--- src/rtl/id_ex_stage_pkg.sv ---
`default_nettype none
// ============================================================================
// Module   : id_ex_stage_pkg
// Purpose  : Shared CPU definitions for the ID/EX stage and the ALU. Holds
//            the ALU control codes, the ALUOp codes from the main decoder,
//            the funct7/funct3 constants, and the registered control bundle.
// Revision : 1.0  initial release
// ============================================================================
package id_ex_stage_pkg;

  localparam int XLEN_DEF  = 32;
  localparam int RADDR_DEF = 5;

  // ALU operation select, shared with the ALU
  typedef enum logic [2:0] {
    ALU_AND = 3'b000,
    ALU_OR  = 3'b001,
    ALU_ADD = 3'b010,
    ALU_SUB = 3'b110,
    ALU_MUL = 3'b111
  } alu_ctrl_e;

  // ALUOp from the main decoder
  typedef enum logic [1:0] {
    ALUOP_LDST   = 2'b00,
    ALUOP_BRANCH = 2'b01,
    ALUOP_RTYPE  = 2'b10,
    ALUOP_IARITH = 2'b11
  } aluop_e;

  localparam logic [6:0] F7_BASE   = 7'b0000000;
  localparam logic [6:0] F7_ALT    = 7'b0100000;
  localparam logic [6:0] F7_MULDIV = 7'b0000001;

  localparam logic [2:0] F3_ADD = 3'b000;
  localparam logic [2:0] F3_OR  = 3'b110;
  localparam logic [2:0] F3_AND = 3'b111;

  // Control bits carried through ID/EX; all-zero is a bubble
  typedef struct packed {
    logic   valid;
    logic   regwrite;
    logic   memread;
    logic   memwrite;
    logic   memtoreg;
    logic   alusrc;
    aluop_e aluop;
  } idex_ctrl_t;

endpackage : id_ex_stage_pkg
`default_nettype wire

--- src/rtl/id_ex_stage_fwd_mux.sv ---
`default_nettype none
// ============================================================================
// Module   : fwd_mux
// Purpose  : Operand forwarding select for one source register. EX/MEM has
//            priority over MEM/WB; register x0 is never forwarded.
// Ports    : rs_i            source register address
//            rf_data_i       registered register-file read data
//            exmem_*_i       EX/MEM writeback source (regwrite, rd, data)
//            memwb_*_i       MEM/WB writeback source (regwrite, rd, data)
//            data_o          forwarded operand
// Revision : 1.0  initial release
// ============================================================================
module fwd_mux #(
  parameter int XLEN  = 32,
  parameter int RADDR = 5
) (
  input  logic [RADDR-1:0] rs_i,
  input  logic [XLEN-1:0]  rf_data_i,
  input  logic             exmem_regwrite_i,
  input  logic [RADDR-1:0] exmem_rd_i,
  input  logic [XLEN-1:0]  exmem_data_i,
  input  logic             memwb_regwrite_i,
  input  logic [RADDR-1:0] memwb_rd_i,
  input  logic [XLEN-1:0]  memwb_data_i,
  output logic [XLEN-1:0]  data_o
);

  logic exmem_hit;
  logic memwb_hit;

  assign exmem_hit = exmem_regwrite_i && (exmem_rd_i != '0) && (exmem_rd_i == rs_i);
  assign memwb_hit = memwb_regwrite_i && (memwb_rd_i != '0) && (memwb_rd_i == rs_i);

  // EX/MEM holds the younger result, so it must win when both match
  always_comb begin
    data_o = rf_data_i;
    if (exmem_hit) begin
      data_o = exmem_data_i;
    end else if (memwb_hit) begin
      data_o = memwb_data_i;
    end
  end

endmodule : fwd_mux
`default_nettype wire

--- src/rtl/id_ex_stage.sv ---
`default_nettype none
// ============================================================================
// Module   : id_ex_stage
// Purpose  : ID/EX pipeline register plus the EX operand front end. Captures
//            decoded ID fields, decodes {ALUOp,funct} into the ALU control,
//            forwards from EX/MEM and MEM/WB, applies the ALUSrc immediate
//            mux and flags load-use hazards against the ID instruction.
// Config   : IDEX_FORWARD_EN - when defined, operands are forwarded from
//            EX/MEM / MEM/WB; otherwise the registered read data is used and
//            the exmem_* / memwb_* inputs are ignored.
// Ports    : clk_i, rst_i (async, active-low), stall_i, flush_i
//            id_*_i      decoded instruction fields and control bits
//            exmem_*_i   EX/MEM writeback source
//            memwb_*_i   MEM/WB writeback source
//            alu_*_o     ALU operands and operation
//            ex_*_o      registered destination / control, store data
//            load_use_o  load-use hazard against the current ID instruction
// Revision : 1.0  initial release
// ============================================================================
module id_ex_stage
  import id_ex_stage_pkg::*;
#(
  parameter int XLEN  = XLEN_DEF,
  parameter int RADDR = RADDR_DEF
) (
  input  logic             clk_i,
  input  logic             rst_i,
  input  logic             stall_i,
  input  logic             flush_i,
  input  logic             id_valid_i,
  input  logic [XLEN-1:0]  id_rs1_data_i,
  input  logic [XLEN-1:0]  id_rs2_data_i,
  input  logic [XLEN-1:0]  id_imm_i,
  input  logic [RADDR-1:0] id_rs1_i,
  input  logic [RADDR-1:0] id_rs2_i,
  input  logic [RADDR-1:0] id_rd_i,
  input  logic [9:0]       id_funct_i,
  input  logic [1:0]       id_aluop_i,
  input  logic             id_alusrc_i,
  input  logic             id_regwrite_i,
  input  logic             id_memread_i,
  input  logic             id_memwrite_i,
  input  logic             id_memtoreg_i,
  input  logic             exmem_regwrite_i,
  input  logic [RADDR-1:0] exmem_rd_i,
  input  logic [XLEN-1:0]  exmem_data_i,
  input  logic             memwb_regwrite_i,
  input  logic [RADDR-1:0] memwb_rd_i,
  input  logic [XLEN-1:0]  memwb_data_i,
  output logic [XLEN-1:0]  alu_data1_o,
  output logic [XLEN-1:0]  alu_data2_o,
  output logic [2:0]       alu_ctrl_o,
  output logic [XLEN-1:0]  ex_store_data_o,
  output logic [RADDR-1:0] ex_rd_o,
  output logic             ex_valid_o,
  output logic             ex_regwrite_o,
  output logic             ex_memread_o,
  output logic             ex_memwrite_o,
  output logic             ex_memtoreg_o,
  output logic             load_use_o
);

  idex_ctrl_t       ctrl_q,     ctrl_d;
  logic [9:0]       funct_q,    funct_d;
  logic [RADDR-1:0] rs1_q,      rs1_d;
  logic [RADDR-1:0] rs2_q,      rs2_d;
  logic [RADDR-1:0] rd_q,       rd_d;
  logic [XLEN-1:0]  rs1_data_q, rs1_data_d;
  logic [XLEN-1:0]  rs2_data_q, rs2_data_d;
  logic [XLEN-1:0]  imm_q,      imm_d;

  // --------------------------------------------------------------------------
  // Pipeline register: flush beats stall beats load
  // --------------------------------------------------------------------------
  always_comb begin
    ctrl_d     = ctrl_q;
    funct_d    = funct_q;
    rs1_d      = rs1_q;
    rs2_d      = rs2_q;
    rd_d       = rd_q;
    rs1_data_d = rs1_data_q;
    rs2_data_d = rs2_data_q;
    imm_d      = imm_q;
    if (flush_i) begin
      ctrl_d     = '0;
      funct_d    = '0;
      rs1_d      = '0;
      rs2_d      = '0;
      rd_d       = '0;
      rs1_data_d = '0;
      rs2_data_d = '0;
      imm_d      = '0;
    end else if (!stall_i) begin
      ctrl_d.valid    = id_valid_i;
      ctrl_d.regwrite = id_regwrite_i;
      ctrl_d.memread  = id_memread_i;
      ctrl_d.memwrite = id_memwrite_i;
      ctrl_d.memtoreg = id_memtoreg_i;
      ctrl_d.alusrc   = id_alusrc_i;
      ctrl_d.aluop    = aluop_e'(id_aluop_i);
      funct_d         = id_funct_i;
      rs1_d           = id_rs1_i;
      rs2_d           = id_rs2_i;
      rd_d            = id_rd_i;
      rs1_data_d      = id_rs1_data_i;
      rs2_data_d      = id_rs2_data_i;
      imm_d           = id_imm_i;
    end
  end

  always_ff @(posedge clk_i or negedge rst_i) begin
    if (!rst_i) begin
      ctrl_q     <= '0;
      funct_q    <= '0;
      rs1_q      <= '0;
      rs2_q      <= '0;
      rd_q       <= '0;
      rs1_data_q <= '0;
      rs2_data_q <= '0;
      imm_q      <= '0;
    end else begin
      ctrl_q     <= ctrl_d;
      funct_q    <= funct_d;
      rs1_q      <= rs1_d;
      rs2_q      <= rs2_d;
      rd_q       <= rd_d;
      rs1_data_q <= rs1_data_d;
      rs2_data_q <= rs2_data_d;
      imm_q      <= imm_d;
    end
  end

  // --------------------------------------------------------------------------
  // ALU decode; any unlisted encoding falls back to ADD
  // --------------------------------------------------------------------------
  logic [6:0] funct7;
  logic [2:0] funct3;
  alu_ctrl_e  alu_ctrl;

  assign funct7 = funct_q[9:3];
  assign funct3 = funct_q[2:0];

  always_comb begin
    alu_ctrl = ALU_ADD;
    case (ctrl_q.aluop)
      ALUOP_LDST:   alu_ctrl = ALU_ADD;
      ALUOP_BRANCH: alu_ctrl = ALU_SUB;
      ALUOP_RTYPE: begin
        // Full-funct matches first; AND/OR only look at funct3
        if (funct7 == F7_BASE && funct3 == F3_ADD) begin
          alu_ctrl = ALU_ADD;
        end else if (funct7 == F7_ALT && funct3 == F3_ADD) begin
          alu_ctrl = ALU_SUB;
        end else if (funct7 == F7_MULDIV && funct3 == F3_ADD) begin
          alu_ctrl = ALU_MUL;
        end else if (funct3 == F3_AND) begin
          alu_ctrl = ALU_AND;
        end else if (funct3 == F3_OR) begin
          alu_ctrl = ALU_OR;
        end
      end
      ALUOP_IARITH: begin
        if (funct3 == F3_AND) begin
          alu_ctrl = ALU_AND;
        end else if (funct3 == F3_OR) begin
          alu_ctrl = ALU_OR;
        end
      end
    endcase
  end

  // --------------------------------------------------------------------------
  // Operand selection
  // --------------------------------------------------------------------------
  logic [XLEN-1:0] rs1_fwd;
  logic [XLEN-1:0] rs2_fwd;

`ifdef IDEX_FORWARD_EN
  fwd_mux #(.XLEN(XLEN), .RADDR(RADDR)) u_fwd_rs1 (
    .rs_i             (rs1_q),
    .rf_data_i        (rs1_data_q),
    .exmem_regwrite_i (exmem_regwrite_i),
    .exmem_rd_i       (exmem_rd_i),
    .exmem_data_i     (exmem_data_i),
    .memwb_regwrite_i (memwb_regwrite_i),
    .memwb_rd_i       (memwb_rd_i),
    .memwb_data_i     (memwb_data_i),
    .data_o           (rs1_fwd)
  );

  fwd_mux #(.XLEN(XLEN), .RADDR(RADDR)) u_fwd_rs2 (
    .rs_i             (rs2_q),
    .rf_data_i        (rs2_data_q),
    .exmem_regwrite_i (exmem_regwrite_i),
    .exmem_rd_i       (exmem_rd_i),
    .exmem_data_i     (exmem_data_i),
    .memwb_regwrite_i (memwb_regwrite_i),
    .memwb_rd_i       (memwb_rd_i),
    .memwb_data_i     (memwb_data_i),
    .data_o           (rs2_fwd)
  );
`else
  assign rs1_fwd = rs1_data_q;
  assign rs2_fwd = rs2_data_q;

  // Writeback sources and registered source addresses only matter when forwarding
  logic unused_fwd;
  assign unused_fwd = ^{exmem_regwrite_i, exmem_rd_i, exmem_data_i,
                        memwb_regwrite_i, memwb_rd_i, memwb_data_i, rs1_q, rs2_q};
`endif

  assign alu_data1_o     = rs1_fwd;
  assign alu_data2_o     = ctrl_q.alusrc ? imm_q : rs2_fwd;
  assign alu_ctrl_o      = alu_ctrl;
  assign ex_store_data_o = rs2_fwd;
  assign ex_rd_o         = rd_q;
  assign ex_valid_o      = ctrl_q.valid;
  assign ex_regwrite_o   = ctrl_q.regwrite;
  assign ex_memread_o    = ctrl_q.memread;
  assign ex_memwrite_o   = ctrl_q.memwrite;
  assign ex_memtoreg_o   = ctrl_q.memtoreg;

  // Load in EX whose result the ID instruction reads; purely combinational so
  // the hazard unit sees it in the same cycle regardless of stall_i
  assign load_use_o = ctrl_q.valid && ctrl_q.memread && (rd_q != '0) &&
                      ((rd_q == id_rs1_i) || (rd_q == id_rs2_i));

endmodule : id_ex_stage
`default_nettype wire

--- config.mk ---
export PLATFORM = sky130hd
export DESIGN_NAME = id_ex_stage
export DESIGN_NICKNAME = d
export VERILOG_FILES = /design/src/rtl/id_ex_stage_pkg.sv /design/src/rtl/id_ex_stage_fwd_mux.sv /design/src/rtl/id_ex_stage.sv
export SDC_FILE = /design/constraint.sdc
export NUM_CORES = 1
export LEC_CHECK = 0
export BUFFER_PORTS_ARGS = -buffer_cell sky130_fd_sc_hd__buf_4
export CORE_AREA = 2 2 124 126
export DETAILED_ROUTE_END_ITERATION = 10
export DIE_AREA = 0 0 126 128
export PLACE_DENSITY = 0.69
export SLEW_MARGIN = 20
export SYNTH_ARGS = -nofsm -noshare
export SYNTH_HDL_FRONTEND = slang
export SYNTH_SLANG_ARGS = --single-unit
--- constraint.sdc ---
create_clock -name clk_i -period 1.4 [get_ports clk_i]
set_input_delay 0.07 -clock clk_i [delete_from_list [all_inputs] [get_ports clk_i]]
set_output_delay 0.07 -clock clk_i [all_outputs]
set_load 0.01 [all_outputs]
==> metrics <==
Seq. cell area 0.00298 mm²; Die H 128 µm; sequential cell area fraction in the yosys report 55.8%; first-pass iteration count of the detailed router 4; # DRC 0; gr busiest metal met2; PnR Total Power 10.2 mW; synthesized instance count 448; CP required 1330 ps; CP startpoint kind flop; Diodes inserted 0; Sink Count 119; logic gate share of total power 18.6%; share of layout cells above drive strength 1 39.4%; Mapped Area 0.00533 mm²; global router's overall resource usage 21.3%; Critical-path top delay cell or4_4; Sw Share 23.4%; row cnt 45; CTS tree yes; Clock Skew 0 ps; Max Cap Viol 0; Cell Pwr Density 1060 mW/mm²; Final Hold Viols 0; Slew headroom 74.1%; DP HPWL 10000 µm; Syn. warnings 0; fin nets 1027; largest net degree at the start of global routing 46; P&R area growth vs syn 80.7%; DP Area 0.00743 mm²; Arr. time, crit path 1680 ps; crit path cell chain or4_4, o211ai_2, a21oi_2, buf_4; CP endpoint kind output pin; number of global-route vias before repair 5287; average wire per standard cell 16.4 µm; syn_nets 657; dpl ws 49.7 ps; initial antenna violation count 0; met2 usage 36.7%; Static Leakage 4.99 nW; design area 0.00964 mm²; Reg power frac 37.0%; area of the multi-input gates 0.00232 mm²; IO Port Bufs 242; RSZ-0062 raised after global routing true; VDD IR max 609 µV; clock share of power 44.4%; total gr overflow 0; Clock Root Buffer clkbuf_16; kind of critical path reg -> out; GRT met1 Usage 24.8%; Vias 4788; core area 0.0149 mm²; Setup WS post-layout -353 ps; worst hold path class in -> reg; Period Utilization, post-route 125%; Final ANT Viol Nets 0; Starting Density 35.9%; Peak Freq 570 MHz; P_sw 2.40 mW; Crit path buffers/inverters 1; failing checks setup timing; Clock Tree Buf Depth 2; first-pass GRT wire length 26900 µm; Filler cells 1057; H-tree depth 4; met3 usage 6.14%; DIE AREA 0.0161 mm²; Clk Latency, worst-skew pair 410 ps; worst stage delay on the critical path 490 ps; flops & latches, synth 119; fin. max-slew vios 0; Synth cell types 20; Routed WL 16800 µm; Worst-path clk slew 50 ps; crit-path leading delay family simple AND/OR/NAND/NOR gates; GPL Wtd Cong 0.823; setup violators final 35; initial drt markers 131; cell internal pwr 7.85 mW; fin crit period 1750 ps; number of CTS-inserted buffers 17; Worst Max-Slew Pin Slew 389 ps; Top-Level Pins 319; vias per cell 4.70; maximum fanout along the worst path 5; Chip Width 126 µm; Mean Syn Cell Area 11.9 µm²; status finished with violations
worst reg2reg max path: cells and delay by family (launching register included):
family,cells,cell delay (ps)
buffers and inverters,3,420
DFF,1,450
muxes,1,140
and+or+nand+nor,1,60
state kept, by name, indices dropped and copies added, names as in the netlist:
name             cells
ctrl_q               3
alu_data1_o         32
ex_memtoreg_o        1
imm_q               32
ex_store_data_o     32
ex_rd_o              5
ex_regwrite_o        1
funct_q             10
ex_memread_o         1
ex_valid_o           1
ex_memwrite_o        1
worst paths after layout:
kind / depth (start not counted) / end / slack (ps) / from
worst max-delay path: 4 / load_use_o / -350 / ex_rd_o[3]
worst min-delay path: 3 / ex_memwrite_o / 30 / stall_i
worst max register to register: 5 / ctrl_q[2] / 210 / ctrl_q[2]
worst min register to register: 2 / ex_regwrite_o / 520 / ex_regwrite_o
max in group asynchronous: 3 / ex_rd_o[4] / 760 / rst_i
min in group asynchronous: 2 / ex_store_data_o[24] / 120 / rst_i
power groups by stage:
stage,Clock (mW),Sequential (mW),Combinational [mW]
final,4.55,3.79,1.91
after global routing,4.86,3.81,2.04
after detailed placement,0,3.83,1.45
after global placement,0,3.82,1.42
after CTS,4.66,3.79,1.89
after floorplan,0,3.86,0.599
synth_stat cells:
| cell type | instances | share of area (%) |
|---|---|---|
| nor3_1 | 2 | 0.19 |
| o211ai_2 | 1 | 0.23 |
| xor2_1 | 7 | 1.1 |
| o22ai_1 | 2 | 0.23 |
| nor2_1 | 122 | 8.6 |
| inv_1 | 1 | 0.070 |
| mux2i_1 | 119 | 22 |
| buf_1 | 1 | 0.070 |
| clkbuf_1 | 12 | 0.84 |
| xnor2_1 | 4 | 0.66 |
| nand2_1 | 2 | 0.14 |
| nand3_1 | 3 | 0.28 |
| buf_2 | 5 | 0.47 |
| nand4_1 | 1 | 0.12 |
| nor4_1 | 1 | 0.12 |
| buf_4 | 12 | 1.7 |
| or4_1 | 1 | 0.14 |
| dfrtp_1 | 119 | 56 |
| mux2_2 | 32 | 6.8 |
| a21oi_1 | 1 | 0.094 |
routing by layer:
layer	vias up	routed length, µm
li1	2251	-
met1	2323	6690
met2	177	8690
met3	37	964
met4	0	410
met5	-	0
cells in the final DEF (no fill, tap or decap), types with 2 or more instances in the layout:
cell type	n
buf_4	212
nor2_1	122
dlygate4sd3_1	120
mux2i_1	119
dfrtp_1	116
buf_6	35
mux2_4	32
clkbuf_16	17
buf_12	12
xor2_1	7
clkbuf_1	5
xnor2_1	4
bufinv_16	4
nand3_1	3
dfrtp_2	3
nand2_1	2
o22ai_1	2
clkbuf_8	2
clkinvlp_4	2
clkinv_2	2
buf_16	2
final cells by class:
class	count	area share, %
Clock buffer	24	4.89
Clock inverter	8	1.51
Inverter	1	0.0389
Multi-Input combinational cell	298	24.1
Sequential cell	119	30.9
Tap cell	188	2.44
Timing Repair Buffer	381	36.1
logic make-up (layout without fill, tap and decap cells):
group / Yosys count / count (layout) / share of synthesized area [%]
mux: 151 / 151 / 29.1
simple gates: 132 / 132 / 9.57
flops: 119 / 119 / 55.8
buf+inv: 31 / 414 / 3.14
xor+xnor: 11 / 11 / 1.81
compound gates: 4 / 4 / 0.563
through the flow:
step	util, %	setup TNS (ps)	hold slack [ps]	std cells
final	64.9	-7480	31.0	1019
after global routing	64.9	-9390	45.5	1019
after detailed placement	50.0	0	13.4	860
after CTS	64.8	-10020	10.9	1019
after global placement	50.0	0	8.81	860
after floorplan	-	0	-226	448
what timing repair did:
action | 4_1_cts | 5_1_grt
hold buffers | 120 | 0
setup buffers | 4 | 1
gates resized for setup | 74 | 4
pin swaps | 4 | 4
gates cloned | 3 | 0
setup endpoints to repair | 35 | 35
endpoints found under the hold margin | 238 | 0
(Power assumes the default switching activity.)
